[src/rtl/mem_port_arbiter.sv]
// Round-robin arbiter sharing one single-ported memory between instruction fetch (IF) and
// data (DM) requesters; each access holds the strobes for MemLat cycles, then pulses DONE.
module mem_port_arbiter #(
  parameter int unsigned AddrW  = 26,
  parameter int unsigned DataW  = 32,
  parameter int unsigned MemLat = 2
) (
  input  logic             CLK,
  input  logic             RST,
  input  logic             if_req_i,
  input  logic [AddrW-1:0] if_addr_i,
  output logic             if_gnt_o,
  output logic             if_done_o,
  output logic [DataW-1:0] if_rdata_o,
  input  logic             dm_req_i,
  input  logic             dm_we_i,
  input  logic [AddrW-1:0] dm_addr_i,
  input  logic [DataW-1:0] dm_wdata_i,
  output logic             dm_gnt_o,
  output logic             dm_done_o,
  output logic [DataW-1:0] dm_rdata_o,
  output logic [AddrW-1:0] mem_addr_o,
  output logic [DataW-1:0] mem_wdata_o,
  output logic             mem_read_o,
  output logic             mem_write_o,
  input  logic [DataW-1:0] mem_rdata_i
);

  localparam int unsigned CntW = 4;

  typedef enum logic [1:0] {StIdle, StAccess, StDone} state_e;

  state_e           state_q, state_d;
  logic [CntW-1:0]  cnt_q, cnt_d;
  logic             last_dm_q, last_dm_d;
  logic             own_dm_q, own_dm_d;
  logic             we_q, we_d;
  logic             if_gnt_q, if_gnt_d, dm_gnt_q, dm_gnt_d;
  logic             if_done_q, if_done_d, dm_done_q, dm_done_d;
  logic [DataW-1:0] if_rdata_q, if_rdata_d, dm_rdata_q, dm_rdata_d;
  logic [AddrW-1:0] mem_addr_q, mem_addr_d;
  logic [DataW-1:0] mem_wdata_q, mem_wdata_d;
  logic             mem_read_q, mem_read_d, mem_write_q, mem_write_d;

  logic grant_if, grant_dm, last_cnt;

  // On a tie the requester that did not own the port last wins.
  assign grant_dm = dm_req_i & (~if_req_i | ~last_dm_q);
  assign grant_if = if_req_i & ~grant_dm;
  assign last_cnt = (cnt_q == CntW'(MemLat - 1));

  always_ff @(posedge CLK or negedge RST) begin
    if (!RST) begin
      state_q <= StIdle;
    end else begin
      state_q <= state_d;
    end
  end

  always_comb begin
    state_d = state_q;
    unique case (state_q)
      StIdle:   if (if_req_i || dm_req_i) state_d = StAccess;
      StAccess: if (last_cnt) state_d = StDone;
      StDone:   state_d = StIdle;
      default:  state_d = StIdle;
    endcase
  end

  always_comb begin
    cnt_d       = cnt_q;
    last_dm_d   = last_dm_q;
    own_dm_d    = own_dm_q;
    we_d        = we_q;
    if_gnt_d    = if_gnt_q;
    dm_gnt_d    = dm_gnt_q;
    if_done_d   = 1'b0;
    dm_done_d   = 1'b0;
    if_rdata_d  = if_rdata_q;
    dm_rdata_d  = dm_rdata_q;
    mem_addr_d  = mem_addr_q;
    mem_wdata_d = mem_wdata_q;
    mem_read_d  = mem_read_q;
    mem_write_d = mem_write_q;
    unique case (state_q)
      StIdle: begin
        if (grant_if || grant_dm) begin
          own_dm_d    = grant_dm;
          last_dm_d   = grant_dm;
          we_d        = grant_dm & dm_we_i;
          if_gnt_d    = grant_if;
          dm_gnt_d    = grant_dm;
          mem_addr_d  = grant_dm ? dm_addr_i : if_addr_i;
          mem_wdata_d = grant_dm ? dm_wdata_i : '0;
          mem_read_d  = ~(grant_dm & dm_we_i);
          mem_write_d = grant_dm & dm_we_i;
          cnt_d       = '0;
        end
      end
      StAccess: begin
        cnt_d = cnt_q + CntW'(1);
        if (last_cnt) begin
          mem_read_d  = 1'b0;
          mem_write_d = 1'b0;
          if (own_dm_q) begin
            dm_done_d = 1'b1;
            if (!we_q) dm_rdata_d = mem_rdata_i;
          end else begin
            if_done_d  = 1'b1;
            if_rdata_d = mem_rdata_i;
          end
        end
      end
      StDone: begin
        if_gnt_d = 1'b0;
        dm_gnt_d = 1'b0;
      end
      default: begin
        if_gnt_d    = 1'b0;
        dm_gnt_d    = 1'b0;
        mem_read_d  = 1'b0;
        mem_write_d = 1'b0;
      end
    endcase
  end

  always_ff @(posedge CLK or negedge RST) begin
    if (!RST) begin
      cnt_q       <= '0;
      last_dm_q   <= 1'b1;
      own_dm_q    <= 1'b0;
      we_q        <= 1'b0;
      if_gnt_q    <= 1'b0;
      dm_gnt_q    <= 1'b0;
      if_done_q   <= 1'b0;
      dm_done_q   <= 1'b0;
      if_rdata_q  <= '0;
      dm_rdata_q  <= '0;
      mem_addr_q  <= '0;
      mem_wdata_q <= '0;
      mem_read_q  <= 1'b0;
      mem_write_q <= 1'b0;
    end else begin
      cnt_q       <= cnt_d;
      last_dm_q   <= last_dm_d;
      own_dm_q    <= own_dm_d;
      we_q        <= we_d;
      if_gnt_q    <= if_gnt_d;
      dm_gnt_q    <= dm_gnt_d;
      if_done_q   <= if_done_d;
      dm_done_q   <= dm_done_d;
      if_rdata_q  <= if_rdata_d;
      dm_rdata_q  <= dm_rdata_d;
      mem_addr_q  <= mem_addr_d;
      mem_wdata_q <= mem_wdata_d;
      mem_read_q  <= mem_read_d;
      mem_write_q <= mem_write_d;
    end
  end

  assign if_gnt_o    = if_gnt_q;
  assign if_done_o   = if_done_q;
  assign if_rdata_o  = if_rdata_q;
  assign dm_gnt_o    = dm_gnt_q;
  assign dm_done_o   = dm_done_q;
  assign dm_rdata_o  = dm_rdata_q;
  assign mem_addr_o  = mem_addr_q;
  assign mem_wdata_o = mem_wdata_q;
  assign mem_read_o  = mem_read_q;
  assign mem_write_o = mem_write_q;

endmodule
[config.mk]
export PLATFORM = sky130hd
export DESIGN_NAME = mem_port_arbiter
export DESIGN_NICKNAME = d
export VERILOG_FILES = /design/src/rtl/mem_port_arbiter.sv
export SDC_FILE = /design/constraint.sdc
export NUM_CORES = 1
export LEC_CHECK = 0
export CELL_PAD_IN_SITES_DETAIL_PLACEMENT = 0
export CELL_PAD_IN_SITES_GLOBAL_PLACEMENT = 1
export CORE_ASPECT_RATIO = 1.4
export CORE_UTILIZATION = 30
export CTS_BUF_LIST = sky130_fd_sc_hd__clkbuf_4
export DETAILED_ROUTE_END_ITERATION = 8
export GPL_ROUTABILITY_DRIVEN = 0
export MAX_ROUTING_LAYER = met4
export PLACE_DENSITY = 0.75
export SYNTH_ARGS = -nofsm -noshare
export SYNTH_HDL_FRONTEND = slang
export SYNTH_SLANG_ARGS = --single-unit
[constraint.sdc]
create_clock -name CLK -period 2.3 [get_ports CLK]
set_clock_uncertainty 0.05 [all_clocks]
set_input_delay 0.23 -clock CLK [delete_from_list [all_inputs] [get_ports CLK]]
set_output_delay 0.23 -clock CLK [all_outputs]
set_load 0.05 [all_outputs]
# Word level (Yosys, flattened, before mapping)
# Index checks and enable logic that the tools add are counted.
# totals
register_bits	137
out_inout_bits	128
# op_classes
add_sub_neg	1
eq_ne	6
muxes	22
bitwise	12
reduce_logical	11
# op_table
op	count
$mux W32	1
$mux W26	1
$mux W1	11
$not A1 Y1	8
$pmux W4 S2	1
$reduce_and A2 Y1	4
$ne A2 B2 Y1 const B	3
$pmux W1 S3	2
$reduce_and A3 Y1	2
$add A4 B1 Y4 const B	1
$eq A4 B1 Y1 const B	1
$mux W2	2
$mux W4	1
$pmux W1 S2	2
$pmux W2 S2	1
$reduce_and A4 Y1	1
$and A1 B1 Y1	3
$eq A2 B1 Y1 const B	1
$eq A2 B2 Y1 const B	1
$logic_not A2 Y1	1
$logic_or A1 B1 Y1	2
$reduce_bool A2 Y1	1
$or A1 B1 Y1	1

# Depth between registers and ports, before layout
# Gate-level depths: netlist (run 1).
# logic_depth
word_depth	8
ltp_mapped	6
ltp_nobuf	5

# Worst setup path after synthesis (run 1)
# No wires, ideal clock.
# synth_timing
path_type	register -> register
start	reg cnt_q[1]
end	reg if_rdata_q[10], in the netlist if_rdata_o[10]
setup_time_ns	0.125
t_arrival_ns	1.757
required_time_ns	2.125
slack_ns	0.368
stages_incl_launch_ff	7
synth_period_minus_slack_ns	1.932
cell_sequence	dfrtp_1 > inv_1 > ha_1 > or3b_4 > nor3_4 > buf_6 > mux2_2
# synth_between
elab_chain_len	2
# synth_rtl
element	line_no	text
start: declaration	34	logic [CntW-1:0] cnt_q, cnt_d;
start signal: assignment	144	cnt_q <= cnt_d;
$eq A4 B1 Y1	50	assign last_cnt = (cnt_q == CntW'(MemLat - 1));
$reduce_and A3 Y1 (no line)	-	
end signal: assignment	152	if_rdata_q <= if_rdata_d;
end: declaration	40	logic [DataW-1:0] if_rdata_q, if_rdata_d, dm_rdata_q, dm_rdata_d;
# Every way passes these cells.
# A chain may end at the register's enable or synchronous reset.

# Final worst setup path (run 1)
# layout_timing
start	reg mem_wdata_q[25], in the netlist mem_wdata_o[25]
end	out mem_wdata_o[25]
# layout_lines
element	line_no	text
start: declaration	42	logic [DataW-1:0] mem_wdata_q, mem_wdata_d;
start signal: assignment	155	mem_wdata_q <= mem_wdata_d;
end: declaration	23	output logic [DataW-1:0] mem_wdata_o,
# No word-level cell between the ends.

==> results of run 1 <==
worst min path at each step:
| stage | slack, ns | end |
|---|---|---|
| global placement | 0.15 | dm_rdata_o[7] |
| global route | 0.14 | dm_rdata_o[10] |
| finish | 0.16 | if_rdata_o[5] |
| floorplan | -0.12 | cnt_q[0] |
| CTS | 0.11 | dm_rdata_o[8] |
| detailed placement | 0.15 | dm_rdata_o[8] |
synthesized netlist by cell type:
cell type and number:
a21oi_1 2, mux2i_1 28, o22ai_1 1, a22o_1 34, or2_1 1, clkbuf_1 9, nor2_1 2, a21boi_0 1
nor2b_1 2, dfstp_2 1, dfrtp_1 136, ha_1 2, a211oi_1 1, o21ai_0 61, nand2b_1 3, nand4b_1 1
a21o_1 3, nor3_1 1, nand2_1 1, buf_6 3, nor3_4 1, mux2_2 64, and2b_1 1, buf_4 1
nor3b_2 1, buf_2 13, inv_1 2, or3b_4 1, or2_2 1, and3_1 1, o21ba_2 1, nand4_1 1
per-stage QoR:
stage                     std cells  worst slack (ns)  total power [W]
after global routing            883             0.148           0.0152
after global placement          850             0.272           0.0125
after floorplan                 381             0.368          0.00963
after CTS                       882             0.170           0.0146
after detailed placement        850             0.231           0.0127
final                           883             0.254           0.0144
power by group through the flow:
stage          registers (W)  logic, W  clock network (W)
3_3_place_gp         0.00417   0.00834                  0
5_1_grt              0.00433   0.00877            0.00206
4_1_cts              0.00419   0.00844            0.00195
3_5_place_dp         0.00423   0.00844                  0
2_1_floorplan        0.00781   0.00183                  0
6_report             0.00418   0.00835            0.00188
cell families (layout without fill, tap and decap cells):
kind of cell | after synthesis | in the layout | synth area share (%)
AO/OA/AOI/OAI | 104 | 104 | 12.4
flip-flops | 137 | 137 | 63.5
adder cells (fa/ha/maj) | 2 | 2 | 0.463
buffers and inverters | 28 | 293 | 2.73
other | 0 | 1 | 0
multiplexers | 92 | 92 | 18.5
AND/OR/NAND/NOR | 18 | 18 | 2.39
registers in the layout (all words and copies together), names as in the netlist, 2 cells and up:
register,count
cnt_q,4
mem_addr_o,26
state_q,2
if_rdata_o,32
mem_wdata_o,32
dm_rdata_o,32
routing by layer:
metal,wire [um],share of wire (%),global-route usage [%]
met5,0,0,-
met4,240,1.7,6.08
met3,882,6.2,4.68
met2,7500,53,27.9
met1,5620,39,18.2
layout make-up:
| class | count | area (um^2) | area share (%) |
|---|---|---|---|
| antenna | 1 | 2.50 | 0.0293 |
| clock buffer | 17 | 128 | 1.49 |
| clock inverter | 14 | 220 | 2.58 |
| inverter | 2 | 7.51 | 0.0878 |
| multi-input combinational | 216 | 1840 | 21.5 |
| sequential | 137 | 3430 | 40.1 |
| tap | 236 | 295 | 3.45 |
| timing repair buffer | 260 | 2630 | 30.7 |
==> results.md, run 1 <==
* Least-Margin Pin Slew at around 0.54 ns
* Initial antenna violation count at 1
* CORE AREA at approximately 0.017 mm^2
* Final TNS setup at 0 ns
* Number of global-route vias before repair at ~4400
* Unrepaired setup endpoints after global routing: no
* CTS Buf Count at 17
* Most frequent cells in the layout: 247 x clkdlybuf4s50_1, 136 x dfrtp_1, 64 x mux2_2
* Post-synth top area share at 63.0%
* Worst-path clk slew at around 0.13 ns
* Detailed placement HPWL at about 10000 um
* Total gr overflow at 0
* Worst R2R Start: cnt_q[1]
* Crit path depth at 1
* Critical Path Fanout Max at 2
* Pin count of the biggest net entering global routing at 64
* Die ar. at about 0.019 mm^2
* First-pass GRT wire length at 22800 um
* TritonRoute pass-1 iters at 4
* DRC errors left at 0
* Postcts setup bufs at 0
* Crit path to: mem_wdata_o[25]
* Hold Vio Cnt, Final at 0
* Sw Share at between 40% and 50%
* CTS tree: built
* Clock Sink Count at 137
* Power Internal at about 0.0076 W
* Slew headroom at ~64%
* Register area share after synthesis at between 60% and 70%
* Mapped Area at 0.00540 mm^2
* Vias per cell at about 4.7
* Status: finished clean
* All-Layer GR Usage at 16.5%
* 1st-iter DRT viols at approximately 190
* Slowest stage cell, crit path: clkdlybuf4s50_1
* Height of the die at between 150 and 200 um
* Num ports at between 200 and 250
* Area grow syn2layout at 58.3%
* Tmin final at 2.05 ns
* Startpoint Class: flop
* Setup slack, reg-to-reg at about 0.29 ns
* Clk Tree Root Cell: clkbuf_4
* Worst path bufs/invs at 1
* Final WL at between 10000 and 15000 um
* Share of layout cells above drive strength 1 at about 18%
* Via count at about 4100
* Maxcap violations at 0
* Min Hold Slack at around 0.16 ns
* Comb pwr share at 57.9%
* Final Cell Area at ~0.0085 mm^2
* Clk buf depth at 2
* Clock power frac at 13.1%
* Sequential power share at roughly 29%
* Hold_buf cts at 1
* Worst path max stage delay at approximately 0.83 ns
* Pleak at roughly 3.6 nW
* Max Slew Vio Count at 0
* Crit-path cells: clkdlybuf4s50_1
* Final period utilization at between 80% and 90%
* Family with the most delay on the worst path: buffers and inverters
* Worst EP required at approximately 2.0 ns
* Post-DP Area at between 0.008 and 0.009 mm^2
* Avg Cell Area, Syn at ~14 um^2
* Die Wd at approximately 120 um
* Crit path capture type: output pin
* Port Buffer Count at ~250
* Worst vdd ir at around 0.7 mV
* Depth of the CTS H-tree at 4
* Most common cell after layout, fill and taps aside: clkdlybuf4s50_1
* Row cnt at 57
* Pwr dens at around 1700 mW/mm^2
* Post-layout util at between 40% and 50%
* Cell taking the most area after synthesis: dfrtp_1
* Seq cells post-synth at between 100 and 150
* Unique cell type count in the Yosys netlist at 32
* Crit path from: mem_wdata_o[25]
* Fill count at between 1500 and 2000
* Post-route ant nets at 0
* Setup violations, final at 0
* Wirelength per Cell at roughly 16 um
* Starting Density at a little under a third
* Switching Power at 0.00684 W
* Reg2Reg Depth at 6
* Post-Synthesis Cells at 381
* Clk Latency, worst-skew pair at approximately 0.52 ns
* Ys Warns at 0
* Fmax at between 0.4 and 0.5 GHz
* Critical path class: reg -> out
* Cts repair resizes at 0
* Layout Nets at ~760
* Critical R2R Capture: if_rdata_o[28]
* Largest cells by area after synthesis: dfrtp_1 63%, mux2_2 13%, o21ai_0 5.7%
* Synthesized Nets at between 500 and 600
* Critical path arrival at approximately 1.8 ns
* Worst Hold Class: in -> async
Note: power is estimated with default switching activity, not from simulation.
==> run 2, diff against run 1 <==
--- a/config.mk
+++ b/config.mk
@@ -14,6 +14,7 @@
 export GPL_ROUTABILITY_DRIVEN = 0
 export MAX_ROUTING_LAYER = met4
 export PLACE_DENSITY = 0.75
+export SKIP_LAST_GASP = 1
 export SYNTH_ARGS = -nofsm -noshare
 export SYNTH_HDL_FRONTEND = slang
 export SYNTH_SLANG_ARGS = --single-unit
==> results of run 2 <==
The final DEF is identical to that of run 1; final timing and power are the same.
==> run 3, diff against run 2 <==
--- a/config.mk
+++ b/config.mk
@@ -5,9 +5,11 @@
 export SDC_FILE = /design/constraint.sdc
 export NUM_CORES = 1
 export LEC_CHECK = 0
+export ABC_CLOCK_PERIOD_IN_PS = 2600
 export CELL_PAD_IN_SITES_DETAIL_PLACEMENT = 0
 export CELL_PAD_IN_SITES_GLOBAL_PLACEMENT = 1
 export CORE_ASPECT_RATIO = 1.4
+export CORE_MARGIN = 4
 export CORE_UTILIZATION = 30
 export CTS_BUF_LIST = sky130_fd_sc_hd__clkbuf_4
 export DETAILED_ROUTE_END_ITERATION = 8
==> constraint.sdc (replaced) <==
create_clock -name CLK -period 2.6 [get_ports CLK]
set_clock_uncertainty 0.05 [all_clocks]
set_input_delay 0.26 -clock CLK [delete_from_list [all_inputs] [get_ports CLK]]
set_output_delay 0.26 -clock CLK [all_outputs]
set_load 0.05 [all_outputs]
==> run 3 against run 2 <==
Register-to-register slack better by 0.29 ns. Flip-flop and latch count stayed put. Hold slack better by 0.12 ns. First-iteration DRC count is 32% lower. Largest cell class unchanged. Largest power group unchanged.
==> results.md, run 3 (synthesis gave the netlist of run 1 again) <==
* Least-Margin Pin Slew at 1.11 ns (+0.565 ns)
* Startpoint Class: flop
* Height of the die at 167 um (+3.7%)
* Hold Vio Cnt, Final at 0 (unchanged)
* DRC errors left at 0 (unchanged)
* Die Wd at 121 um (+5.2%)
* Via count at 4055 (-2.0%)
* TritonRoute pass-1 iters at 4 (unchanged)
* Post-route ant nets at 0 (unchanged)
* Clock Sink Count at 137 (unchanged)
* Worst path bufs/invs at 1 (unchanged)
* Share of layout cells above drive strength 1 at 17.4% (-0.54 points)
* Status: finished clean
* Pleak at 3.55 nW (-1.7%)
* Setup slack, reg-to-reg at 0.58 ns (+0.29 ns)
* Final period utilization at approximately 79%
* Detailed placement HPWL at 10800 um (+4.3%)
* Starting Density at 30.8% (-0.13 points)
* Clk Tree Root Cell: clkbuf_4
* Post-DP Area at 0.00813 mm^2 (-0.67%)
* Setup violations, final at 0 (unchanged)
* Slowest stage cell, crit path: clkdlybuf4s50_1
* Vias per cell at 4.61 (-1.5%)
* Diode count at 0 (-1)
* Worst path max stage delay at 0.83 ns (about the same)
* Total gr overflow at 0 (unchanged)
* Layout Nets at 753 (-0.53%)
* Family with the most delay on the worst path: buffers and inverters
* Num ports at 249 (unchanged)
* Unrepaired setup endpoints after global routing: no
* 1st-iter DRT viols at 126 (-32%)
* Area grow syn2layout at 56.2%
* Clk buf depth at 2 (unchanged)
* Post-layout util at 48.1% (-0.84 points)
* Crit path capture type: output pin
* Fill count at 1617 (+0.94%)
* Hold_buf cts at 1 (unchanged)
* Port Buffer Count at 248 (unchanged)
* Tmin final at 2.07 ns
* Postcts setup bufs at 0 (unchanged)
* Critical Path Fanout Max at 2 (unchanged)
* Final WL at 14800 um (+3.6%)
* Worst vdd ir at 0.578 mV (-18%)
* CTS Buf Count at 17 (unchanged)
* All-Layer GR Usage at 15.2% (-1.2 points)
* Final Cell Area at 0.00843 mm^2 (-1.3%)
* Worst-path clk slew at 0.15 ns (+0.02 ns)
* Row cnt at 57 (unchanged)
* Worst EP required at 2.29 ns (+0.27 ns)
* Wirelength per Cell at 16.8 um (+4.1%)
* Most common cell after layout, fill and taps aside: clkdlybuf4s50_1
* Number of global-route vias before repair at 4509 (+1.7%)
* Final TNS setup at 0 ns (unchanged)
* CTS tree: built
* Maxcap violations at 0 (unchanged)
* CORE AREA at 0.0175 mm^2 (+0.41%)
* Die ar. at 0.0202 mm^2 (+9.1%)
* Initial antenna violation count at 0 (-1)
* Fmax at 0.484 GHz
* Depth of the CTS H-tree at 4 (unchanged)
* First-pass GRT wire length at 23900 um (+4.9%)
* Pwr dens at 1480 mW/mm^2 (-12%)
* Critical path class: reg -> out
* Worst Hold Class: in -> reg
* Max Slew Vio Count at 0 (unchanged)
* Crit-path cells: clkdlybuf4s50_1
* Most frequent cells in the layout: 247 x clkdlybuf4s50_1, 136 x dfrtp_1, 64 x mux2_2
* Slew headroom at 26.1% (-38 points)
* Pin count of the biggest net entering global routing at 82 (+28%)
* Clk Latency, worst-skew pair at 0.49 ns (-0.03 ns)
* Critical path arrival at 1.76 ns (about the same)
* Cts repair resizes at 0 (unchanged)
==> run 3: cell types whose count changed in the layout (fill, tap and decap cells not counted), sizes merged <==
cell	before	now
bufinv	5	2
diode	1	0
clkinvlp	1	2
inv	5	8
buf	12	8
==> run 3: stage by stage <==
step / hold WS [ns] / worst slack [ns] / instances / total power [W]
after floorplan: -0.0856 / 0.668 / 381 / 0.00852
after global placement: 0.291 / 0.325 / 846 / 0.0110
after detailed placement: 0.302 / 0.210 / 846 / 0.0112
after CTS: 0.225 / 0.451 / 879 / 0.0127
after global routing: 0.212 / 0.387 / 879 / 0.0132
final: 0.284 / 0.534 / 879 / 0.0125
==> run 3: path summary, 6_finish.rpt <==
kind	startpoint	end	cells past startpoint
setup / recovery	mem_wdata_o[23]	mem_wdata_o[23]	1
hold / removal	dm_wdata_i[12]	mem_wdata_o[12]	2
setup reg to reg	cnt_q[1]	if_rdata_o[13]	6
hold reg to reg	dm_rdata_o[18]	dm_rdata_o[18]	1
max in group asynchronous	RST	dm_rdata_o[18]	3
min in group asynchronous	RST	dm_rdata_o[8]	2
==> run 3: where the power goes <==
| part | total, W | switching [W] | internal, W | leakage, nW |
|---|---|---|---|---|
| clock | 0.00145 | 0.000855 | 0.000592 | 0.153 |
| combinational | 0.00736 | 0.00470 | 0.00266 | 1.72 |
| sequential | 0.00368 | 0.000554 | 0.00313 | 1.68 |
==> run 3: final cells by class <==
type	instances	area (um^2)	area share, %
Tap cell	236	295	3.50
Clock buffer	17	128	1.51
Timing Repair Buffer	256	2570	30.5
Multi-Input combinational cell	216	1840	21.8
Sequential cell	137	3430	40.7
Clock inverter	15	165	1.96
Inverter	2	7.51	0.0890
==> run 3: layer usage <==
metal	vias up	GRT usage (%)	share of wire (%)
li1	1882	-	-
met1	1985	17.3	40
met2	167	25.2	52
met3	21	4.68	6.6
met4	0	5.66	2.2
met5	-	-	0
